$ cat config.mk
export PLATFORM = sky130hd
export DESIGN_NAME = fetch_issue_unit
export DESIGN_NICKNAME = d
export VERILOG_FILES = /design/src/rtl/fetch_issue_unit.sv
export SDC_FILE = /design/constraint.sdc
export NUM_CORES = 1
export LEC_CHECK = 0
export BUFFER_PORTS_ARGS = -buffer_cell sky130_fd_sc_hd__clkbuf_2
export CAP_MARGIN = 10
export CORE_UTILIZATION = 55
export CTS_CLUSTER_SIZE = 40
export DETAILED_ROUTE_END_ITERATION = 12
export GPL_ROUTABILITY_DRIVEN = 0
export PLACE_DENSITY_LB_ADDON = 0.25
export SYNTH_ARGS = -nofsm -noshare
export SYNTH_HDL_FRONTEND = slang
export SYNTH_SLANG_ARGS = --single-unit
$ cat constraint.sdc
create_clock -name clock_i -period 33.1 [get_ports clock_i]
set_clock_uncertainty 0.15 [all_clocks]
set_input_delay 9.93 -clock clock_i [delete_from_list [all_inputs] [get_ports clock_i]]
set_output_delay 9.93 -clock clock_i [all_outputs]
set_load 0.01 [all_outputs]
$ cat src/rtl/fetch_issue_unit.sv
// rtl/fetch_issue_unit.sv - buffers instruction-cache blocks and issues one instruction per cycle to decode
// Bit numbering of block slots and of the 32-bit address mask is POWER style: bit 0 is the MSB.
module fetch_issue_unit #(
  parameter int addressWidth            = 64,
  parameter int instructionWidth        = 32,
  parameter int PidSize                 = 20,
  parameter int TidSize                 = 16,
  parameter int instructionCounterWidth = 64,
  parameter int blockInstCount          = 4,
  parameter int queueDepth              = 2
) (
  input  logic                                       clock_i,
  input  logic                                       reset_i,
  input  logic                                       flush_i,
  input  logic                                       blockValid_i,
  output logic                                       blockReady_o,
  input  logic [blockInstCount*instructionWidth-1:0] block_i,
  input  logic [addressWidth-1:0]                    blockAddress_i,
  input  logic [$clog2(blockInstCount)-1:0]          blockStartSlot_i,
  input  logic                                       blockIs64Bit_i,
  input  logic [PidSize-1:0]                         blockPid_i,
  input  logic [TidSize-1:0]                         blockTid_i,
  input  logic                                       stall_i,
  output logic                                       enable_o,
  output logic [instructionWidth-1:0]                instruction_o,
  output logic [addressWidth-1:0]                    instructionAddress_o,
  output logic                                       is64Bit_o,
  output logic [PidSize-1:0]                         instructionPid_o,
  output logic [TidSize-1:0]                         instructionTid_o,
  output logic [instructionCounterWidth-1:0]         instructionMajId_o
);
  localparam int SlotW  = $clog2(blockInstCount);
  localparam int PtrW   = (queueDepth > 1) ? $clog2(queueDepth) : 1;
  localparam int CntW   = $clog2(queueDepth + 1);
  localparam int BlockW = blockInstCount * instructionWidth;
  localparam logic [SlotW-1:0] LastSlot = SlotW'(blockInstCount - 1);
  localparam logic [addressWidth-1:0] OffMask = addressWidth'(blockInstCount * 4 - 1);
  localparam logic [addressWidth-1:0] Low32 = addressWidth'(64'hFFFF_FFFF);

  logic [BlockW-1:0]       blk_mem_q   [queueDepth];
  logic [addressWidth-1:0] addr_mem_q  [queueDepth];
  logic [SlotW-1:0]        start_mem_q [queueDepth];
  logic                    m64_mem_q   [queueDepth];
  logic [PidSize-1:0]      pid_mem_q   [queueDepth];
  logic [TidSize-1:0]      tid_mem_q   [queueDepth];

  logic [PtrW-1:0] head_q, head_d, tail_q, tail_d;
  logic [CntW-1:0] count_q, count_d;
  logic [SlotW-1:0] slot_q, slot_d;
  logic en_q, en_d, m64_q, m64_d;
  logic [instructionWidth-1:0] instr_q, instr_d;
  logic [addressWidth-1:0] addr_q, addr_d, issue_addr;
  logic [PidSize-1:0] pid_q, pid_d;
  logic [TidSize-1:0] tid_q, tid_d;
  logic [instructionCounterWidth-1:0] maj_q, maj_d, ctr_q, ctr_d;
  logic [BlockW-1:0] head_blk;
  logic push, pop;

  function automatic logic [PtrW-1:0] ptr_inc(input logic [PtrW-1:0] p);
    return (p == PtrW'(queueDepth - 1)) ? '0 : p + 1'b1;
  endfunction

  // No pop credit: a full queue refuses a block even on a cycle that pops.
  assign blockReady_o = (count_q < CntW'(queueDepth)) && reset_i;
  assign push         = blockValid_i && blockReady_o && !flush_i;
  assign head_blk     = blk_mem_q[head_q];

  always_comb begin
    issue_addr = (addr_mem_q[head_q] & ~OffMask) + addressWidth'({slot_q, 2'b00});
    if (!m64_mem_q[head_q]) issue_addr = issue_addr & Low32;
  end

  always_comb begin
    head_d = head_q; tail_d = tail_q; count_d = count_q; slot_d = slot_q;
    en_d = en_q; instr_d = instr_q; addr_d = addr_q; m64_d = m64_q;
    pid_d = pid_q; tid_d = tid_q; maj_d = maj_q; ctr_d = ctr_q;
    pop = 1'b0;
    if (flush_i) begin
      head_d = '0; tail_d = '0; count_d = '0; slot_d = '0; en_d = 1'b0;
    end else begin
      if (!en_q || !stall_i) begin
        if (count_q != '0) begin
          en_d    = 1'b1;
          instr_d = head_blk[(blockInstCount - 1 - int'(slot_q)) * instructionWidth +: instructionWidth];
          addr_d  = issue_addr;
          m64_d   = m64_mem_q[head_q];
          pid_d   = pid_mem_q[head_q];
          tid_d   = tid_mem_q[head_q];
          maj_d   = ctr_q;
          ctr_d   = ctr_q + 1'b1;
          pop     = (slot_q == LastSlot);
          if (!pop) slot_d = slot_q + 1'b1;
        end else begin
          en_d = 1'b0;
        end
      end
      if (push) tail_d = ptr_inc(tail_q);
      // The slot pointer follows whichever entry becomes the new head.
      if (pop) begin
        head_d = ptr_inc(head_q);
        if (count_q > CntW'(1)) slot_d = start_mem_q[ptr_inc(head_q)];
        else if (push)          slot_d = blockStartSlot_i;
        else                    slot_d = '0;
      end else if (push && count_q == '0) begin
        slot_d = blockStartSlot_i;
      end
      count_d = count_q + CntW'(push) - CntW'(pop);
    end
  end

  always_ff @(posedge clock_i) begin
    if (push) begin
      blk_mem_q[tail_q]   <= block_i;
      addr_mem_q[tail_q]  <= blockAddress_i;
      start_mem_q[tail_q] <= blockStartSlot_i;
      m64_mem_q[tail_q]   <= blockIs64Bit_i;
      pid_mem_q[tail_q]   <= blockPid_i;
      tid_mem_q[tail_q]   <= blockTid_i;
    end
  end

  always_ff @(posedge clock_i or negedge reset_i) begin
    if (!reset_i) begin
      head_q <= '0; tail_q <= '0; count_q <= '0; slot_q <= '0;
      en_q <= 1'b0; instr_q <= '0; addr_q <= '0; m64_q <= 1'b0;
      pid_q <= '0; tid_q <= '0; maj_q <= '0; ctr_q <= '0;
    end else begin
      head_q <= head_d; tail_q <= tail_d; count_q <= count_d; slot_q <= slot_d;
      en_q <= en_d; instr_q <= instr_d; addr_q <= addr_d; m64_q <= m64_d;
      pid_q <= pid_d; tid_q <= tid_d; maj_q <= maj_d; ctr_q <= ctr_d;
    end
  end

  assign enable_o             = en_q;
  assign instruction_o        = instr_q;
  assign instructionAddress_o = addr_q;
  assign is64Bit_o            = m64_q;
  assign instructionPid_o     = pid_q;
  assign instructionTid_o     = tid_q;
  assign instructionMajId_o   = maj_q;
endmodule

==> flow_metrics.py <==
metrics = {
    "yosys": {
        "async_flop_share_pct": 36.9,
        "synth_ff_type": "edfxtp_1",
        "yosysUniqueCellTypes": 43,
        "synth_area_leaders": "edfxtp_1 51%, dfrtp_1 25%, mux4_2 5.3%",
        "synth.avg_cell_area_um2": 15.7,
        "syn_area_um2": 27000,
        "yosysWarnings": 0,
        "synth_cells": 1723,
        "seq_area_frac_synth_pct": 75.2,
        "synth_edf_count": 454,
        "netlist.area_leader.share_pct": 50.5,
        "synth-seq-cells": 720,
        "synth_top_area_cell": "edfxtp_1",
    },
    "flow_run": {
        "maxCapViolations": 0,
    },
    "die": {
        "die_h_um": 223,
        "ios": 435,
        "die_w_um": 223,
        "die_area_um2": 49900,
        "core_um2": 48000,
        "start_util_pct": 56.1,
        "std_cell_rows": 80,
    },
    "route": {
        "vias": 15686,
        "final_antenna_net_count": 0,
        "drtIter0Drc": 1080,
        "wirelength_um": 58400,
        "avgRoutedWirePerCell_um": 20.5,
        "via_per_inst": 5.52,
        "firstDrtPassIters": 7,
        "drcViolationCount": 0,
    },
    "min_path": {
        "hold_end": "instructionMajId_o[50]",
        "whs_path_depth": 2,
        "hold_path.class": "reg -> reg",
        "min-delay-start": "instructionMajId_o[50]",
    },
    "grt": {
        "grt_first_pass_wirelength_um": 89400,
        "grt_start_max_net_pins": 105,
        "antenna_found_initial": 18,
        "grt-ovfl-total": 0,
        "grt_pass1_vias": 16079,
        "grt_usage_pct": 23.7,
    },
    "sta": {
        "setup_viol_count_final": 0,
        "setup_slack_ns": 12.18,
        "hold-worst-slack_ns": 0.325,
        "tightest_slew_ns": 1.20,
        "fmax_ghz": 0.0478,
        "setup_tns_ns": 0,
        "rsz0062_at_grt": "no",
        "fin_crit_ns": 20.92,
        "finalHoldViolCount": 0,
        "slew_headroom_pct": 20.3,
        "slew_viol_final": 0,
        "fin_crit_sh_pct": 63.2,
    },
    "power_and_ir_drop": {
        "pwr_density_cell_nw_per_um2": 64.8,
        "ir_drop_mv": 0.0513,
        "p_leak_uw": 0.0128,
    },
    "placed_design": {
        "dp_slack_ns": 12.17,
        "port_buffers": 428,
        "dp_hpwl_um": 36900,
    },
    "critical_path": {
        "reg2reg_from": "count_q[1]",
        "crit_path_max_incr_delay_ns": 0.44,
        "rr_worst_depth": 6,
        "path_max_fanout": 84,
        "crit_path_start_kind": "input pin",
        "reg2reg_slack_ns": 29.57,
        "crit_chain": "buf_8 -> nor2b_1 -> clkbuf_2",
        "cp_slowest_cell": "buf_8",
        "endpoint_kind": "output port",
        "cp_data_arrival_time_ns": 10.84,
        "crit_required_ns": 23.02,
        "reg2reg_to": "ctr_q[2]",
        "criticalPathCategory": "in -> out",
    },
    "final_layout": {
        "drive_gt1_share_pct": 28.6,
        "post-route-util_pct": 66.9,
        "area_growth_pct": 19.1,
        "final_net_count": 2403,
    },
    "clock_tree": {
        "clkTransAtPathRegs_ns": 0.06,
        "ctsLongestPathBuffers": 3,
        "cts_setup_buffers": 0,
        "cts_num_sinks": 720,
        "ctsHoldBuffers": 0,
        "ctsResizeCount": 0,
        "cts_tree": "built",
        "clockRootBuffer": "clkbuf_16",
        "insertion_delay_ns": 0.60,
        "htree_num_levels": 3,
        "cts_buffers": 72,
    },
    "status": {
        "status": "finished, final reports clean",
    },
}
==> power breakdown <==
group	leakage, µW	internal, µW	total (µW)	switching [µW]
clock network	0.00114	475	799	324
logic	0.00416	84.1	212	128
registers	0.00751	1030	1070	40.7
==> final cells by class <==
cell class | count | area, µm²
clock buffer | 109 | 2080
timing repair buffer | 450 | 2330
clock inverter | 21 | 246
sequential | 720 | 20300
fill | 3323 | 15900
multi-input combinational | 909 | 6330
tap | 615 | 769
antenna | 9 | 22.5
inverter | 10 | 37.5
==> worst max-delay path: cells and delay by family <==
family	cells	cell delay (ns)
buffers and inverters	2	0.59
AND/OR/NAND/NOR	1	0.23
==> synth_stat cells (all sizes together), types with 11 or more instances <==
cell type / count
buf: 31
xor2: 34
nand3: 22
nor2: 129
mux4: 64
xnor2: 33
nor4: 11
o21ai: 36
dfrtp: 266
nor3: 14
edfxtp: 454
nand4: 21
nand2: 263
a21oi: 103
clkbuf: 54
mux2i: 128
==> stage by stage <==
step	total power, µW	area (µm²)	std cells
2_1_floorplan	1180	27000	1724
3_3_place_gp	1290	29800	2704
3_5_place_dp	1300	29800	2704
4_1_cts	2100	32100	2834
5_1_grt	2150	32100	2840
6_report	2080	32100	2843
==> layout by cell type (no fill, tap or decap), types with 5 or more instances in the layout <==
master / Yosys / final
edfxtp_1: 454 / 454
clkbuf_2: 0 / 427
nand2_1: 263 / 263
dfrtp_1: 266 / 263
mux2i_1: 128 / 128
nor2_1: 129 / 126
a21oi_1: 103 / 103
clkbuf_16: 0 / 75
mux4_2: 64 / 64
o21ai_0: 36 / 36
xor2_1: 34 / 34
xnor2_1: 33 / 33
clkbuf_1: 54 / 26
nand3_1: 22 / 22
buf_4: 2 / 21
nand4_1: 19 / 19
nor3_1: 14 / 14
inv_1: 10 / 10
diode_2: 0 / 9
nor4_1: 10 / 9
clkinv_2: 0 / 8
clkbuf_8: 0 / 8
and4_1: 7 / 7
and3_1: 7 / 7
bufinv_16: 0 / 5
==> worst max-delay path by stage <==
stage / from / endpoint / slack [ns] / cells past startpoint
after floorplan: flush_i / addr_mem_q[0][10] / 12.28 / 3
after global placement: reset_i / blockReady_o / 12.20 / 3
after detailed placement: reset_i / blockReady_o / 12.17 / 3
after CTS: reset_i / blockReady_o / 12.17 / 3
after global routing: reset_i / blockReady_o / 12.06 / 3
final: reset_i / blockReady_o / 12.18 / 3
==> metal layers <==
layer | GRT usage [%] | up-vias | routed length [µm]
li1 | - | 7192 | -
met3 | 7.10 | 120 | 4160
met4 | 8.73 | 18 | 1670
met1 | 29.3 | 7862 | 22600
met2 | 39.7 | 494 | 29900
met5 | 0 | - | 119
==> flip-flops by register name, summed over array words and instances, names as in the netlist <==
name / cells
instructionPid_o: 20
enable_o: 1
tail_q: 1
instructionMajId_o: 64
instructionAddress_o: 62
addr_mem_q: 120
instruction_o: 32
slot_q: 2
instructionTid_o: 16
is64Bit_o: 1
head_q: 1
m64_mem_q: 2
pid_mem_q: 40
count_q: 2
tid_mem_q: 32
ctr_q: 64
blk_mem_q: 256
start_mem_q: 4
==> cell families (layout without fill, tap and decap cells) <==
family                   count (synthesis)  count (layout)  share of synthesized area, %
AO/OA/AOI/OAI                          145             145                          2.74
XOR/XNOR                                67              67                          2.18
adder cells (fa/ha/maj)                  4               4                         0.186
buffers and inverters                   95             590                          1.42
flip-flops                             720             720                          75.2
multiplexers                           196             196                          10.3
other                                    1              11                        0.0139
AND/OR/NAND/NOR                        495             495                          7.98
Note: power is estimated with default switching activity, not from simulation.
